--- src/rtl/dds_pkg.sv ---
// Shared types and AD9833 default words for the DDS serial loader.
package dds_pkg;

   typedef enum logic [2:0] {
      IDLE,
      SETUP,
      LOW,
      HIGH,
      GAP,
      DONE
   } state_t;

   // Power-up programming sequence for the AD9833, in send order
   localparam logic [15:0] AD_CTRL       = 16'h2100;
   localparam logic [15:0] AD_FREQ_LSB   = 16'h50C7;
   localparam logic [15:0] AD_FREQ_MSB   = 16'h4000;
   localparam logic [15:0] AD_PHASE      = 16'hC000;
   localparam logic [15:0] AD_EXIT_RESET = 16'h2000;

endpackage

--- src/rtl/dds_word_shifter.sv ---
// Parallel-load, MSB-first shift register feeding one DDS word onto SDATA.
module dds_word_shifter #(
   parameter int WORD_W = 16
) (
   input  logic              clk,
   input  logic              rstn,
   input  logic              i_load,
   input  logic              i_shift,
   input  logic [WORD_W-1:0] i_data,
   output logic              o_msb
);

   logic [WORD_W-1:0] r_shift;

   // Load has priority so a new word can replace a partly shifted one
   always_ff @(posedge clk) begin
      if (!rstn) begin
         r_shift <= '0;
      end else if (i_load) begin
         r_shift <= i_data;
      end else if (i_shift) begin
         r_shift <= r_shift << 1;
      end
   end

   assign o_msb = r_shift[WORD_W-1];

endmodule

--- src/rtl/dds_serial_loader.sv ---
// Multi-word serial transaction engine driving SCLK/SDATA/FSYNC of an AD9833-class DDS.
module dds_serial_loader
   import dds_pkg::*;
#(
   parameter int WORD_W    = 16,
   parameter int NUM_WORDS = 5,
   parameter int CLK_DIV   = 2,
   parameter int FSYNC_GAP = 2
) (
   input  logic                          clk,
   input  logic                          rstn,
   input  logic                          start,
   input  logic [$clog2(NUM_WORDS+1)-1:0] n_words,
   input  logic [NUM_WORDS*WORD_W-1:0]   words,
   output logic                          SCLK,
   output logic                          SDATA,
   output logic                          FSYNC,
   output logic                          busy,
   output logic                          done,
   output logic                          err
);

   localparam int NW_W   = $clog2(NUM_WORDS+1);
   localparam int BIT_W  = (WORD_W > 1) ? $clog2(WORD_W) : 1;
   localparam int PH_MAX = (CLK_DIV > FSYNC_GAP) ? CLK_DIV : FSYNC_GAP;
   localparam int PH_W   = (PH_MAX > 1) ? $clog2(PH_MAX) : 1;

   state_t                      r_state;
   logic [BIT_W-1:0]            r_bit;
   logic [PH_W-1:0]             r_phase;
   logic [NW_W-1:0]             r_wordIdx;
   logic [NW_W-1:0]             r_nWords;
   logic [NUM_WORDS*WORD_W-1:0] r_words;

   logic              w_startOk;
   logic              w_phaseEnd;
   logic              w_lastBit;
   logic              w_moreWords;
   logic              w_frame;
   logic              w_load;
   logic              w_shift;
   logic              w_msb;
   logic [NW_W-1:0]   w_nextIdx;
   logic [WORD_W-1:0] w_loadData;

   assign w_startOk   = start && (n_words != '0) && (n_words <= NW_W'(NUM_WORDS));
   assign w_phaseEnd  = (r_phase == '0);
   assign w_lastBit   = (r_bit == BIT_W'(WORD_W-1));
   assign w_nextIdx   = r_wordIdx + NW_W'(1);
   assign w_moreWords = (w_nextIdx != r_nWords);
   assign w_frame     = (r_state == SETUP) || (r_state == LOW) || (r_state == HIGH);

   // The first word comes straight from the inputs, later ones from the latched copy
   assign w_load  = ((r_state == IDLE) && w_startOk)
                 || ((r_state == GAP) && w_phaseEnd && w_moreWords);
   assign w_shift = (r_state == LOW) && w_phaseEnd && !w_lastBit;

   always_comb begin
      w_loadData = '0;
      if (r_state == IDLE) begin
         w_loadData = words[WORD_W-1:0];
      end else begin
         w_loadData = r_words[int'(w_nextIdx)*WORD_W +: WORD_W];
      end
   end

   dds_word_shifter #(
      .WORD_W (WORD_W)
   ) u_shifter (
      .clk     (clk),
      .rstn    (rstn),
      .i_load  (w_load),
      .i_shift (w_shift),
      .i_data  (w_loadData),
      .o_msb   (w_msb)
   );

   // Pin outputs follow the state one cycle later, so FSYNC falls the edge after start
   always_ff @(posedge clk) begin
      if (!rstn) begin
         r_state   <= IDLE;
         r_bit     <= '0;
         r_phase   <= '0;
         r_wordIdx <= '0;
         r_nWords  <= '0;
         r_words   <= '0;
         SCLK      <= 1'b1;
         SDATA     <= 1'b0;
         FSYNC     <= 1'b1;
         busy      <= 1'b0;
         done      <= 1'b0;
         err       <= 1'b0;
      end else begin
         SCLK  <= (r_state != LOW);
         FSYNC <= !w_frame;
         SDATA <= w_frame && w_msb;
         done  <= (r_state == DONE);
         err   <= (r_state == IDLE) && start && !w_startOk;
         busy  <= (r_state == IDLE) ? w_startOk : (r_state != DONE);

         unique case (r_state)
            IDLE: begin
               if (w_startOk) begin
                  r_words   <= words;
                  r_nWords  <= n_words;
                  r_wordIdx <= '0;
                  r_bit     <= '0;
                  r_phase   <= PH_W'(CLK_DIV-1);
                  r_state   <= SETUP;
               end
            end
            SETUP: begin
               if (w_phaseEnd) begin
                  r_phase <= PH_W'(CLK_DIV-1);
                  r_state <= LOW;
               end else begin
                  r_phase <= r_phase - PH_W'(1);
               end
            end
            LOW: begin
               if (w_phaseEnd) begin
                  if (w_lastBit) begin
                     r_phase <= PH_W'(FSYNC_GAP-1);
                     r_state <= GAP;
                  end else begin
                     r_bit   <= r_bit + BIT_W'(1);
                     r_phase <= PH_W'(CLK_DIV-1);
                     r_state <= HIGH;
                  end
               end else begin
                  r_phase <= r_phase - PH_W'(1);
               end
            end
            HIGH: begin
               if (w_phaseEnd) begin
                  r_phase <= PH_W'(CLK_DIV-1);
                  r_state <= LOW;
               end else begin
                  r_phase <= r_phase - PH_W'(1);
               end
            end
            GAP: begin
               if (w_phaseEnd) begin
                  if (w_moreWords) begin
                     r_wordIdx <= w_nextIdx;
                     r_bit     <= '0;
                     r_phase   <= PH_W'(CLK_DIV-1);
                     r_state   <= SETUP;
                  end else begin
                     r_phase <= '0;
                     r_state <= DONE;
                  end
               end else begin
                  r_phase <= r_phase - PH_W'(1);
               end
            end
            DONE: begin
               r_phase <= '0;
               r_state <= IDLE;
            end
            default: begin
               r_state <= IDLE;
            end
         endcase
      end
   end

endmodule

--- config.mk ---
export PLATFORM = sky130hd
export DESIGN_NAME = dds_serial_loader
export DESIGN_NICKNAME = d
export VERILOG_FILES = /design/src/rtl/dds_pkg.sv /design/src/rtl/dds_word_shifter.sv /design/src/rtl/dds_serial_loader.sv
export SDC_FILE = /design/constraint.sdc
export NUM_CORES = 1
export LEC_CHECK = 0
export ABC_AREA = 1
export CORE_MARGIN = 5
export CORE_UTILIZATION = 35
export CTS_CLUSTER_DIAMETER = 120
export CTS_CLUSTER_SIZE = 8
export DETAILED_ROUTE_END_ITERATION = 10
export SLEW_MARGIN = 20
export SYNTH_ARGS = -nofsm -noshare
export SYNTH_HDL_FRONTEND = slang
export SYNTH_SLANG_ARGS = --single-unit
--- constraint.sdc ---
create_clock -name clk -period 2.95 [get_ports clk]
set_input_delay 0.59 -clock clk [delete_from_list [all_inputs] [get_ports clk]]
set_output_delay 0.59 -clock clk [all_outputs]
set_load 0.1 [all_outputs]
# Word-level counts from Yosys, hierarchy flattened

Cells that the tools add are included.

Flip-flop bits (word level): 116
Output and inout port bits: 6
Word-level logic and storage cells: 89

Add/subtract/negate cells: 3
Order comparisons: 1
Equal/unequal tests: 15
Shifts and indexed selects: 1
Muxes and demuxes: 26
Bitwise gates (word level): 1
Reductions and logical operators: 29

Operator list:

| cell                  | count |
|---|---|
| $shiftx A80 B8 Y16    | 1 |
| $mux W16              | 3 |
| $mux W3               | 9 |
| $mux W4               | 5 |
| $ne A2 B2 Y1 const B  | 6 |
| $pmux W3 S4           | 1 |
| $pmux W4 S3           | 1 |
| $logic_and A1 B1 Y1   | 10 |
| $reduce_and A4 Y1     | 2 |
| $eq A3 B2 Y1 const B  | 2 |
| $eq A3 B3 Y1 const B  | 2 |
| $pmux W3 S2           | 1 |
| $reduce_and A6 Y1     | 1 |
| $reduce_bool A3 Y1    | 2 |
| $mux W1               | 5 |
| $add A4 B1 Y4 const B | 1 |
| $eq A4 B4 Y1 const B  | 1 |
| $pmux W1 S4           | 1 |
| $reduce_and A2 Y1     | 2 |
| $reduce_bool A2 Y1    | 2 |
| $reduce_bool A4 Y1    | 1 |
| $add A3 B1 Y3 const B | 1 |
| $eq A3 B1 Y1 const B  | 1 |
| $le A3 B3 Y1 const B  | 1 |
| 10 further kinds      | 14 |

# Logic depth before layout (Yosys ltp)

Depth after elaboration: 6
Gate-level depth with buffers: 13
Gate-level depth less buffers: 12

# Hierarchy

From an unflattened synthesis, not the netlist that was laid out.

Cell total of the unflattened synthesis: 798
Area total of the unflattened synthesis: 5,406.4 um2

Modules (own cells, without submodules):

| module            | times used | cells an instance | area an instance (um2) |
|---|---|---|---|
| dds_serial_loader | 1          | 677               | 4,606.9 |
| dds_word_shifter  | 1          | 121               | 799.5 |

# Least setup slack after synthesis

Ideal clock, no wire load.

Kind: flip-flop to flip-flop
From: reg r_wordIdx[0]
To: reg r_bit[1]
Arrival time: 1,612 ps
Slack: 1,267 ps
Cell stages (with the launch flop): 13
Path buffers: 2
Period minus slack after synthesis: 1,683 ps
Cells stage by stage: dfxtp_1 -> ha_1 -> buf_2 -> nand2_1 -> nand2_1 -> nor2_2 -> nand2_2 -> nand2_2 -> nand2_2 -> buf_6 -> nor2_8 -> nand2_1 -> a21oi_1

Cells in the longest elaborated chain, start to end: 4

RTL lines:

| item                        | line                     | text |
|---|---|---|
| start, declared             | dds_serial_loader.sv:31  | `logic [NW_W-1:0] r_wordIdx;` |
| start signal, assigned      | dds_serial_loader.sv:145 | `r_wordIdx <= w_nextIdx;` |
| $add A3 B1 Y3               | dds_serial_loader.sv:49  | `assign w_nextIdx = r_wordIdx + NW_W'(1);` |
| $ne A3 B3 Y1                | dds_serial_loader.sv:50  | `assign w_moreWords = (w_nextIdx != r_nWords);` |
| $ne A2 B2 Y1 (no line)      | --                       |  |
| $reduce_and A6 Y1 (no line) | --                       |  |
| end signal, assigned        | dds_serial_loader.sv:126 | `r_bit <= r_bit + BIT_W'(1);` |
| end, declared               | dds_serial_loader.sv:29  | `logic [BIT_W-1:0] r_bit;` |

Every way passes these cells.
A chain may end at the register's enable or synchronous reset.

# Worst setup path after layout

From: reg r_wordIdx[1]
To: reg u_shifter.r_shift[13]

Cells in the longest elaborated chain, start to end: 5
Elaborated cells on any way between the ends: 8

RTL lines:

| item                                                       | line                    | text |
|---|---|---|
| $add A3 B1 Y3 *                                            | dds_serial_loader.sv:49 |  |
| branches (longest 4 deep; another with $shiftx A80 B8 Y16) | --                      |  |
| end signal, assigned                                       | dds_word_shifter.sv:20  | `r_shift <= i_data;` |
| end signal, assigned                                       | dds_word_shifter.sv:22  | `r_shift <= r_shift << 1;` |
| end, declared                                              | dds_word_shifter.sv:13  | `logic [WORD_W-1:0] r_shift;` |

Every way passes the cells marked *.

==> results.json <==
{
  "fin_crit_sh": 0.797,
  "cts_max_level": 4,
  "yosys_warnings": 0,
  "synth-compound-area-share": 0.144,
  "required_ns": 3.27,
  "ys_ff_latch": 116,
  "rsz0062_at_grt": "false",
  "finClkSkew_ns": 0.0162,
  "synthTopCellsByArea": "dfxtp_1, nand2_1, nand3_1",
  "cts_resized": 0,
  "synth.top_cell.area_share": 0.423,
  "ant_nets": 0,
  "syn_inst": 822,
  "synth_fa_ha_area_frac": 0.00456,
  "cp.arrival_ns": 2.68,
  "cts_buffers": 17,
  "layout_commonest_cell": "nand2_1",
  "drv_cap": 0,
  "fin_nets": 978,
  "cts_tree": "done",
  "worst_pin_slew_ns": 0.645,
  "finalHoldViolations": 0,
  "num_vias": 5281,
  "period_minus_slack_ns": 2.35,
  "cts.sinks": 116,
  "endpoint_kind": "register",
  "dp.cells": 1082,
  "startpoint_type": "register",
  "cts_hold_repair.buffers": 0,
  "cp_max_fo": 20,
  "rows": 45,
  "grt_antenna_before_repair": 0,
  "die_y_um": 135,
  "cts.clk_slew.worst_paths_ns": 0.06,
  "synth-xor-area-share": 0.00159,
  "status": "finished clean",
  "worstSetupPathType": "reg -> reg",
  "synth.area.mux_share": 0,
  "tns_ns": 0,
  "antenna_cells": 0,
  "holdCritPathClass": "reg -> reg",
  "ys_seq_area_frac": 0.423,
  "relSlewSlack": 0.569,
  "grt_max_degree": 82,
  "grt_pass1_wl_um": 24900,
  "cts_root_buf": "clkbuf_16",
  "dp_hpwl_um": 10600,
  "yosysTopAreaCell": "dfxtp_1",
  "initial_utilization": 0.359,
  "gr-total-overflow": 0,
  "io_pins": 92,
  "leakage_nw": 3.01,
  "die_w_um": 135,
  "grt_pass1_vias": 5133,
  "clock.fmax_mhz": 425,
  "drv_slew": 0,
  "setup_viol": 0,
  "syn_nets": 910,
  "coreArea_um2": 15300,
  "r2r_slack_ns": 0.60,
  "ir_drop_v": 0.000559,
  "clock_latency_ns": 0.42,
  "wl_per_cell_um": 13.8,
  "io_buffers": 91,
  "die_area_um2": 18300,
  "vias_per_cell": 4.74,
  "area_growth_pct": 28.0,
  "power.density_nw_per_um2": 851,
  "gp_congestion": 0.833,
  "synthSimpleGateAreaFrac": 0.321,
  "final_cells": 1114,
  "wirelength_um": 15400,
  "synth_area_um2": 5490,
  "route.detailed.drc": 0,
  "post-cts-setup-buffers": 0,
  "clock_tree.buffer_depth": 2,
  "syn_area_per_cell_um2": 6.68,
  "ys_types": 30,
  "drt_iter0_drc": 343,
  "mostFrequentLayoutCells": "nand2_1, dfxtp_1, nor2_1, nand3_1, o21ai_0",
  "synth_top_family_by_area": "simple AND/OR/NAND/NOR gates",
  "gr-usage-all-layers": 0.171,
  "dr.pass1.iters": 5,
  "drive_gt1_frac": 0.0797
}
sequential cells by signal, summed over array words and instances (netlist names):
register / cells
r_words: 80
u_shifter.r_shift: 16
r_bit: 4
r_nWords: 3
r_state: 3
r_wordIdx: 3
FSYNC: 1
SCLK: 1
SDATA: 1
busy: 1
done: 1
err: 1
r_phase: 1
stage by stage:
| stage | total power [mW] | utilization | hold WS (ns) | setup WS, ns | cell area (µm²) |
|---|---|---|---|---|---|
| floorplan | 3.57 | - | 0.409 | 1.27 | 5490 |
| global placement | 4.08 | 0.422 | 0.439 | 0.523 | 6470 |
| detailed placement | 4.08 | 0.422 | 0.439 | 0.488 | 6470 |
| CTS | 6.05 | 0.459 | 0.448 | 0.581 | 7030 |
| global route | 6.40 | 0.459 | 0.456 | 0.385 | 7030 |
| finish | 5.99 | 0.459 | 0.446 | 0.598 | 7030 |
worst paths after layout:
| path | start | endpoint | cells after the start |
|---|---|---|---|
| worst max-delay path | r_wordIdx[1] | u_shifter.r_shift[13] | 11 |
| worst min-delay path | u_shifter.r_shift[15] | SDATA | 2 |
| worst max register to register | r_wordIdx[1] | u_shifter.r_shift[13] | 11 |
| worst min register to register | u_shifter.r_shift[15] | SDATA | 2 |
routing by layer:
metal / wire length (µm) / GRT usage / vias to the layer above
met5: 0 / 0 / -
met4: 296 / 0.0711 / 0
met3: 1010 / 0.0394 / 20
met2: 6770 / 0.269 / 152
met1: 7340 / 0.225 / 2325
li1: - / - / 2784
synthesized netlist by cell type:
| cell | number |
|---|---|
| dfxtp_1 | 116 |
| o21ai_0 | 86 |
| buf_6 | 5 |
| nor2_1 | 93 |
| nand4_1 | 10 |
| xor2_1 | 1 |
| nand2_1 | 205 |
| o211ai_1 | 2 |
| inv_2 | 6 |
| or2_2 | 1 |
| clkinv_1 | 1 |
| a211oi_1 | 3 |
| buf_4 | 5 |
| nor3_1 | 3 |
| nand2_2 | 5 |
| nor3_2 | 1 |
| inv_4 | 2 |
| nor2_2 | 3 |
| buf_2 | 16 |
| clkbuf_1 | 26 |
| ha_1 | 2 |
| nand3_1 | 93 |
| clkbuf_2 | 1 |
| inv_1 | 69 |
| a21oi_2 | 1 |
| buf_1 | 1 |
| nor2_8 | 1 |
| o22ai_1 | 1 |
| nand3_4 | 1 |
| a21oi_1 | 62 |
layout make-up:
class                   instances  area [µm²]
well taps                     211         264
flip-flops and latches        116        2320
multi-input cells             574        2590
fillers                      1649        8280
inverters                      78         298
clock buffers                  19         453
repair buffers                103         993
clock inverters                13         110
report_power, final:
group	total [mW]	internal [mW]	switching (mW)
clock	1.93	1.19	0.739
combinational	1.95	0.666	1.29
sequential	2.10	1.92	0.179
total	5.99	3.78	2.20
worst max-delay path: stages, from the launching register on:
cell,delay (ns)
dfxtp_1,0.31
ha_1,0.50
inv_2,0.06
nand2_1,0.07
nand2_1,0.05
nor2_2,0.11
nand2_2,0.11
nand2_2,0.23
nand2_2,0.33
nor2_8,0.25
nand2_1,0.08
a21oi_1,0.15
cells by family (layout without fill, tap and decap cells):
group	count (synthesis)	after routing
AOI/OAI and AO/OA	155	155
xor gates and xnor gates	1	1
adders and majority gates	2	2
buffers and inverters	132	213
DFF	116	116
and+or+nand+nor	416	416
(Power assumes the default switching activity.)
